File: config.mk
export PLATFORM = sky130hd
export DESIGN_NAME = rasfic_rx4to32
export DESIGN_NICKNAME = d
export VERILOG_FILES = /design/src/rtl/rasfic_pkg.sv /design/src/rtl/rasfic_rx4to32.sv
export SDC_FILE = /design/constraint.sdc
export NUM_CORES = 1
export LEC_CHECK = 0
export BUFFER_PORTS_ARGS = -buffer_cell sky130_fd_sc_hd__clkbuf_2
export CAP_MARGIN = 10
export CORE_MARGIN = 2
export CORE_UTILIZATION = 55
export DETAILED_ROUTE_END_ITERATION = 8
export PLACE_DENSITY = 0.84
export SLEW_MARGIN = 0
export SYNTH_ARGS = -nofsm -noshare
export SYNTH_HDL_FRONTEND = slang
export SYNTH_SLANG_ARGS = --single-unit
File: constraint.sdc
create_clock -name ap_clk -period 5.85 [get_ports ap_clk]
set_clock_uncertainty 0.05 [all_clocks]
set_input_delay 0.585 -clock ap_clk [delete_from_list [all_inputs] [get_ports ap_clk]]
set_output_delay 0.585 -clock ap_clk [all_outputs]
set_load 0.03 [all_outputs]
File: src/rtl/rasfic_pkg.sv
// rasfic_pkg
//   Constants and types shared by the FIC<->host nibble link blocks
//   (32-to-4 transmitter and 4-to-32 receiver).
//   NIBBLE_W : link data width
//   WORD_W   : word width on the wide side (multiple of NIBBLE_W)
//   NPW      : nibbles per word
//   CNT_W    : width of the nibble slot counter
package rasfic_pkg;

  localparam int NIBBLE_W = 4;
  localparam int WORD_W   = 32;
  localparam int NPW      = WORD_W / NIBBLE_W;
  localparam int CNT_W    = (NPW > 1) ? $clog2(NPW) : 1;

  // Start/run control: the block leaves IDLE on the first sampled ap_start
  // and stays in RUN until reset.
  typedef enum logic {
    ST_IDLE = 1'b0,
    ST_RUN  = 1'b1
  } run_state_e;

endpackage

File: src/rtl/rasfic_rx4to32.sv
// rasfic_rx4to32
//   Reassembles the little-endian nibble stream produced by the 32-to-4
//   transmitter into WORD_W-bit words. The first nibble of a word lands in
//   bits [NIBBLE_W-1:0].
//
//   Ports
//     ap_clk, ap_rst_n   clock, asynchronous active-low reset
//     ap_start           level; first sampled high starts the block
//     ap_idle            high until ap_start has been seen
//     input_r_T*         nibble AXI-Stream sink
//     output_r_T*        word AXI-Stream source
//     word_count         number of output handshakes (wraps)
//
//   Handshakes: a transfer happens on a rising edge where VALID and READY
//   are both high. A source never drops VALID or changes DATA while waiting
//   for READY. input_r_TREADY is driven from registers only.
//
//   Buffering: one output slot plus the assembly register. When a word
//   completes while the output slot is stalled, the word parks in the
//   assembly register (asm_full) and input is held off until it drains.
module rasfic_rx4to32 #(
  parameter int NIBBLE_W = rasfic_pkg::NIBBLE_W,
  parameter int WORD_W   = rasfic_pkg::WORD_W
) (
  input  logic                ap_clk,
  input  logic                ap_rst_n,
  input  logic                ap_start,
  output logic                ap_idle,
  input  logic                input_r_TVALID,
  output logic                input_r_TREADY,
  input  logic [NIBBLE_W-1:0] input_r_TDATA,
  output logic                output_r_TVALID,
  input  logic                output_r_TREADY,
  output logic [WORD_W-1:0]   output_r_TDATA,
  output logic [31:0]         word_count
);
  import rasfic_pkg::*;

  localparam int NPW   = WORD_W / NIBBLE_W;
  localparam int CNT_W = (NPW > 1) ? $clog2(NPW) : 1;
  localparam logic [CNT_W-1:0] CNT_LAST = CNT_W'(NPW - 1);

  // ---------------------------------------------------------------------
  // Run control FSM
  // ---------------------------------------------------------------------
  run_state_e state;
  run_state_e state_nxt;
  logic       running;

  always_ff @(posedge ap_clk or negedge ap_rst_n) begin
    if (!ap_rst_n) state <= ST_IDLE;
    else           state <= state_nxt;
  end

  always_comb begin
    state_nxt = state;
    case (state)
      ST_IDLE: if (ap_start) state_nxt = ST_RUN;
      ST_RUN:  state_nxt = ST_RUN;
      default: state_nxt = ST_IDLE;
    endcase
  end

  always_comb begin
    running = (state == ST_RUN);
    ap_idle = (state != ST_RUN);
  end

  // ---------------------------------------------------------------------
  // Datapath registers
  // ---------------------------------------------------------------------
  logic [CNT_W-1:0]  cnt;
  logic [WORD_W-1:0] asm_q;
  logic              asm_full;
  logic [WORD_W-1:0] out_data;
  logic              out_valid;
  logic [31:0]       out_count;

  logic              in_hs;
  logic              out_hs;
  logic              word_done;
  logic              direct_load;
  logic [WORD_W-1:0] merged;

  assign input_r_TREADY  = running && !asm_full;
  assign output_r_TVALID = out_valid;
  assign output_r_TDATA  = out_data;
  assign word_count      = out_count;

  assign in_hs     = input_r_TVALID && input_r_TREADY;
  assign out_hs    = out_valid && output_r_TREADY;
  assign word_done = in_hs && (cnt == CNT_LAST);
  // The completed word bypasses the assembly register when the output slot
  // is free or is being emptied on this very edge.
  assign direct_load = word_done && (!out_valid || out_hs);

  // Assembly register with the current nibble dropped into slot cnt.
  always_comb begin
    merged = asm_q;
    for (int k = 0; k < NPW; k++) begin
      if (cnt == CNT_W'(k)) merged[k*NIBBLE_W +: NIBBLE_W] = input_r_TDATA;
    end
  end

  always_ff @(posedge ap_clk or negedge ap_rst_n) begin
    if (!ap_rst_n) begin
      cnt       <= '0;
      asm_q     <= '0;
      asm_full  <= 1'b0;
      out_data  <= '0;
      out_valid <= 1'b0;
      out_count <= '0;
    end else begin
      if (in_hs) begin
        cnt <= word_done ? '0 : cnt + CNT_W'(1);
        if (!direct_load) asm_q <= merged;
      end

      // asm_full only sets when input is accepted, which requires it clear,
      // so the set and clear branches never compete.
      if (word_done && !direct_load) asm_full <= 1'b1;
      else if (out_hs && asm_full)   asm_full <= 1'b0;

      if (direct_load) begin
        out_data  <= merged;
        out_valid <= 1'b1;
      end else if (out_hs && asm_full) begin
        out_data  <= asm_q;
      end else if (out_hs) begin
        out_valid <= 1'b0;
      end

      if (out_hs) out_count <= out_count + 32'd1;
    end
  end

endmodule
==> results of run 1 <==
## per-layer routing
layer,vias to the layer above,routed length (µm)
li1,1466,-
met1,1608,3920
met2,102,4400
met3,13,545
met4,0,167
met5,-,0
## power groups by stage
stage	clock [µW]	sequential (µW)	combinational, µW
6_report	414	1080	751
5_1_grt	449	1120	815
4_1_cts	424	1080	758
3_5_place_dp	0	1100	757
3_3_place_gp	0	1080	729
2_1_floorplan	0	1270	356
## cell families (layout without fill, tap and decap cells)
| logic type | Yosys count | count (layout) | synth area share, % |
|---|---|---|---|
| simple gates | 114 | 114 | 15.0 |
| flops | 102 | 102 | 56.4 |
| compound gates | 51 | 51 | 9.68 |
| mux | 33 | 33 | 8.21 |
| xor+xnor | 31 | 31 | 6.00 |
| buf+inv | 22 | 100 | 2.74 |
| fa+ha+maj | 7 | 7 | 1.94 |
## sequential cells by signal (all words and copies together), names as in the netlist
name,cells
asm_q,32
output_r_TDATA,32
word_count,32
cnt,3
asm_full,1
output_r_TVALID,1
running,1
## layout by cell type, fill, tap and decap left out, types with 7 or more instances in the layout
master and count:
nand2_1 11, nor2_1 10, nand4_1 15, inv_1 7, nor2b_1 15, o21ai_0 9
xor2_1 8, dfrtp_1 102, clkbuf_2 74, and3_1 26, mux2_2 33, a221o_1 28
nand3_1 14, clkbuf_8 10, ha_1 7, xnor2_1 23
## layout make-up
class                   count  area share [%]
well taps                 105            2.56
inverters                   7           0.512
clock buffers              11            2.75
flip-flops and latches    102            49.7
repair buffers             77            7.61
multi-input cells         236            36.0
clock inverters             5           0.829
## how the worst max path moves through the flow
stage / start / endpoint / cells past startpoint
6_report: cnt[0] / asm_q[10] / 5
3_3_place_gp: word_count[5] / word_count[29] / 4
4_1_cts: word_count[5] / word_count[21] / 4
2_1_floorplan: cnt[0] / asm_q[0] / 6
5_1_grt: cnt[0] / asm_q[2] / 5
3_5_place_dp: output_r_TREADY / asm_q[4] / 5
## stage by stage
| stage | hold WS, ns | cells |
|---|---|---|
| after CTS | 0.0519 | 542 |
| after global placement | 0.413 | 526 |
| after global routing | 0.0592 | 543 |
| after floorplan | 0.239 | 360 |
| final | 0.0468 | 543 |
| after detailed placement | 0.424 | 526 |
==> results.sh, run 1 <==
export IMPL_rr_endpoint="asm_q[10]"
export IMPL_power_total_uw=2250
export IMPL_endpoint_kind="register"
export IMPL_ant_nets=0
export IMPL_rsz0062_at_grt="false"
export IMPL_critical_path_buf_inv_count=0
export IMPL_synth_edf_count=0
export IMPL_grt_util_met2_pct=34.9
export IMPL_syn_cell_area_um2=4520
export IMPL_ios=76
export IMPL_ys_seq_area_share_pct=56.4
export IMPL_seqPwrFrac_pct=48.2
export IMPL_power_clock_fraction_pct=18.4
export IMPL_power_density_nw_per_um2=438
export IMPL_critPathSlowestCell="a21oi_1"
export IMPL_cts_root_buf="clkbuf_8"
export IMPL_cts_resized_gates=0
export IMPL_syn_num_nets=376
export IMPL_hold_path_class="input port to asynchronous set/reset pin"
export IMPL_place_ws_ns=3.57
export IMPL_slew_limit_headroom_pct=37.7
export IMPL_yosysMostFrequentCell="dfrtp_1"
export IMPL_routed_wl_um=9040
export IMPL_row_count=33
export IMPL_fill_cells=672
export IMPL_clock_sinks=102
export IMPL_crit_fanout=11
export IMPL_routabilityCongestion=0.804
export IMPL_crit_family="adder cells"
export IMPL_reg2reg_slack_ns=3.55
export IMPL_multi_input_area_um2=1850
export IMPL_grt_pass1_wl_um=14900
export IMPL_start_util_pct=55.9
export IMPL_min_period_over_period_pct=39.3
export IMPL_p_sw_share_pct=37.0
export IMPL_synth_avg_cell_area_um2=12.6
export IMPL_tightest_slew_ns=0.934
export IMPL_syn_inst=360
export IMPL_gr_usage_met1_pct=28.5
export IMPL_viasPerCell=5.87
export IMPL_clk_pin_slew_ns=0.10
export IMPL_design_area_um2=5130
export IMPL_grt_max_degree=78
export IMPL_cts_made_buffers=9
export IMPL_yosys_top_cells_area="dfrtp_1 56%, mux2_2 8.2%, a221o_1 6.2%, xnor2_1 4.5%, and3_1 3.6%"
export IMPL_seq_area_um2=2550
export IMPL_final_hold_viol_count=0
export IMPL_dpl_hpwl_um=6390
export IMPL_ys_flop_type="dfrtp_1"
export IMPL_arrival_ns=2.51
export IMPL_core_area_um2=8090
export IMPL_cts_max_path_buffers=2
export IMPL_die_area_um2=8970
export IMPL_synthArstFlopShare_pct=100
export IMPL_grt_pass1_vias=3133
export IMPL_drv_slew=0
export IMPL_yosysTopAreaCell="dfrtp_1"
export IMPL_synth_top_area_share_pct=56.4
export IMPL_drtIter0Drc=217
export IMPL_reg2reg_from="cnt[0]"
export IMPL_crit_path_cell_trace="ha_1 > ha_1 > a21oi_1 > and2_0 > mux2_2"
export IMPL_crit_required_ns=6.06
export IMPL_drive_above_1_share_pct=29.9
export IMPL_cts_tree="yes"
export IMPL_dr_pass1_iters=5
export IMPL_drc=0
export IMPL_grt_most_used_layer="met2"
export IMPL_max_freq_ghz=0.435
export IMPL_rr_worst_depth=5
export IMPL_leakagePower_uw=0.00253
export IMPL_grt_util_all_layers_pct=21.5
export IMPL_area_delta_synth_final_pct=13.4
export IMPL_setup_tns_ns=0
export IMPL_setup_ws_ns=3.55
export IMPL_combPwrFrac_pct=33.4
export IMPL_place_area_um2=4940
export IMPL_cap_violations=0
export IMPL_setup_violations=0
export IMPL_post_cts_buffers=0
export IMPL_crit_top_cell="ha_1"
export IMPL_period_minus_slack_ns=2.30
export IMPL_die_w_um=94.7
export IMPL_die_h_um=94.7
export IMPL_crit_type="register to register"
export IMPL_routed_via_count=3189
export IMPL_cpPeakStageDelay_ns=0.44
export IMPL_wire_per_inst_um=16.6
export IMPL_p_int_uw=1420
export IMPL_grt_ovfl_total=0
export IMPL_ys_ff_latch=102
export IMPL_htreeDepth=3
export IMPL_finish_utilization_pct=63.4
export IMPL_status="finished clean"
export IMPL_start_kind="register"
export IMPL_synth_warnings=0
export IMPL_port_buffers=75
export IMPL_p_sw_uw=832
export IMPL_antenna_cells=0
export IMPL_ir_drop_uv=185
export IMPL_clkLatencyLatePin_ns=0.36
export IMPL_antenna_found_initial=0
export IMPL_finalNetCount=449
export IMPL_met3_usage_pct=3.91
export IMPL_synthTopCellsByCount="102 x dfrtp_1, 33 x mux2_2, 28 x a221o_1"
export IMPL_ctsHoldBuffers=0
export IMPL_yosysUniqueCellTypes=37
Power figures use the tool's default switching activity.
==> inputs of run 2 (changes only) <==
--- a/config.mk
+++ b/config.mk
@@ -8,9 +8,9 @@
 export BUFFER_PORTS_ARGS = -buffer_cell sky130_fd_sc_hd__clkbuf_2
 export CAP_MARGIN = 10
 export CORE_MARGIN = 2
-export CORE_UTILIZATION = 55
+export CORE_UTILIZATION = 50
 export DETAILED_ROUTE_END_ITERATION = 8
-export PLACE_DENSITY = 0.84
+export PLACE_DENSITY = 0.81
 export SLEW_MARGIN = 0
 export SYNTH_ARGS = -nofsm -noshare
 export SYNTH_HDL_FRONTEND = slang
==> constraint.sdc (replaced) <==
create_clock -name ap_clk -period 2.1 [get_ports ap_clk]
set_clock_uncertainty 0.05 [all_clocks]
set_input_delay 0.21 -clock ap_clk [delete_from_list [all_inputs] [get_ports ap_clk]]
set_output_delay 0.21 -clock ap_clk [all_outputs]
set_load 0.03 [all_outputs]
==> run 2 against run 1 <==
Worst hold slack better by 0.054 ns. Register-to-register slack worse by 3.4 ns. Global-route usage decreased by 1.9 points. Total power grew to 2.9 times the previous value. Critical path depth unchanged. Sequential power rose to 2.8 times the previous value. Via count increased by 0.60%. Setup slack lost 3.4 ns. Fmax grew 18%. Critical path type unchanged. Critical endpoint is now asm_q[25]. Highest routed layer unchanged.
==> results.sh, run 2 (synthesis results as in run 1) <==
export IMPL_cts_made_buffers=9
export IMPL_start_kind="register"
export IMPL_cpPeakStageDelay_ns=0.42
export IMPL_critical_path_buf_inv_count=0
export IMPL_drc=0
export IMPL_leakagePower_uw=0.00261
export IMPL_max_freq_ghz=0.512
export IMPL_cts_root_buf="clkbuf_8"
export IMPL_start_util_pct=51.6
export IMPL_ios=76
export IMPL_crit_type="register to register"
export IMPL_area_delta_synth_final_pct=16.5
export IMPL_final_common_cell="dfrtp_1"
export IMPL_period_minus_slack_ns=1.95
export IMPL_place_ws_ns=-0.0342
export IMPL_crit_path_cell_trace="ha_1 > ha_2 > a21o_1 > nor2_1 > mux2_2"
export IMPL_die_area_um2=9830
export IMPL_antenna_cells=0
export IMPL_min_period_over_period_pct=92.9
export IMPL_dpl_hpwl_um=6560
export IMPL_layout_common_cells="102 x dfrtp_1, 74 x clkbuf_2, 33 x mux2_2"
export IMPL_setup_ws_ns=0.149
export IMPL_clk_pin_slew_ns=0.11
export IMPL_tightest_slew_ns=0.503
export IMPL_core_area_um2=8760
export IMPL_power_density_nw_per_um2=1230
export IMPL_port_buffers=75
export IMPL_cts_max_path_buffers=2
export IMPL_drive_above_1_share_pct=31.6
export IMPL_clkLatencyLatePin_ns=0.36
export IMPL_antenna_found_initial=0
export IMPL_fill_cells=720
export IMPL_row_count=34
export IMPL_routed_via_count=3208
export IMPL_viasPerCell=5.76
export IMPL_dr_pass1_iters=4
export IMPL_status="finished clean"
export IMPL_crit_family="adder cells"
export IMPL_clock_sinks=102
export IMPL_setup_violations=0
export IMPL_slew_limit_headroom_pct=66.0
export IMPL_critPathSlowestCell="dfrtp_1"
export IMPL_rsz0062_at_grt="false"
export IMPL_hold_path_class="input port to register"
export IMPL_grt_pass1_vias=3153
export IMPL_grt_max_degree=49
export IMPL_drtIter0Drc=265
export IMPL_arrival_ns=2.17
export IMPL_grt_ovfl_total=0
export IMPL_crit_required_ns=2.32
export IMPL_crit_fanout=9
export IMPL_post_cts_buffers=0
export IMPL_final_hold_viol_count=0
export IMPL_htreeDepth=3
export IMPL_routed_wl_um=9370
export IMPL_grt_util_all_layers_pct=19.6
export IMPL_setup_tns_ns=0
export IMPL_drv_slew=0
export IMPL_routabilityCongestion=0.806
export IMPL_finalNetCount=460
export IMPL_cap_violations=0
export IMPL_cts_tree="yes"
export IMPL_die_h_um=99.1
export IMPL_die_w_um=99.1
export IMPL_endpoint_kind="register"
export IMPL_ir_drop_uv=544
export IMPL_grt_pass1_wl_um=15400
export IMPL_wire_per_inst_um=16.8
export IMPL_ant_nets=0
## run 2: cell count changes in the layout (fill, tap and decap cells not counted), moves of 2 or more
| cell | change |
|---|---|
| and2_1 | +4 |
| dlygate4sd3_1 | +2 |
| buf_4 | +8 |
| and2_0 | -4 |
| clkinvlp_4 | -3 |
| clkinv_4 | +2 |
## run 2: metal layers
| metal | vias to the layer above | global-route usage, % | part of all wire, % |
|---|---|---|---|
| met3 | 9 | 4.29 | 4.9 |
| met5 | - | 0 | 0 |
| li1 | 1486 | - | - |
| met1 | 1630 | 26.1 | 45 |
| met4 | 0 | 7.27 | 1.2 |
| met2 | 83 | 31.8 | 49 |
## run 2: worst paths after layout
kind	startpoint	endpoint	slack (ns)	cells past startpoint
setup / recovery	cnt[0]	asm_q[25]	0.15	5
setup reg to reg	cnt[0]	asm_q[25]	0.15	5
hold reg to reg	word_count[31]	word_count[31]	0.43	1
hold / removal	input_r_TVALID	output_r_TVALID	0.10	3
min in group asynchronous	ap_rst_n	output_r_TDATA[3]	0.27	2
max in group asynchronous	ap_rst_n	word_count[6]	1.10	3
## run 2: per-stage QoR
stage	power, µW	util (%)	hold WS [ns]	instance area, µm²	std cells
finish	6470	60.2	0.101	5270	557
floorplan	4530	-	-0.136	4520	360
global placement	5090	57.4	0.145	5030	538
CTS	6490	60.1	0.0937	5270	557
global route	6820	60.2	0.119	5270	557
detailed placement	5190	57.4	0.147	5030	538
## run 2: layout make-up
| class | instances | area [µm²] | share of cell area [%] |
|---|---|---|---|
| Inverter | 7 | 26.3 | 0.498 |
| Multi-Input combinational cell | 237 | 1860 | 35.3 |
| Tap cell | 108 | 135 | 2.56 |
| Clock inverter | 7 | 87.6 | 1.66 |
| Clock buffer | 9 | 124 | 2.35 |
| Sequential cell | 102 | 2550 | 48.4 |
| Timing Repair Buffer | 87 | 485 | 9.21 |
## run 2: timing repair
| item | CTS | global route |
|---|---|---|
| hold buffers | 2 | 0 |
| pin swaps | 0 | 1 |
| gates resized for setup | 1 | 6 |
| cloned | 1 | 0 |
| endpoints found under the hold margin | 36 | 0 |
| endpoints found under the setup margin | 28 | 32 |
## run 2: tightest hold or removal path, stage by stage
cell	delay, ns
clkbuf_2	0.11
nand3_1	0.08
o21ai_0	0.07
## run 2: where the power goes
part           switching (µW)  total (µW)  internal, µW
Clock                     726        1310           581
Combinational            1250        2150           906
Sequential                406        3010          2600
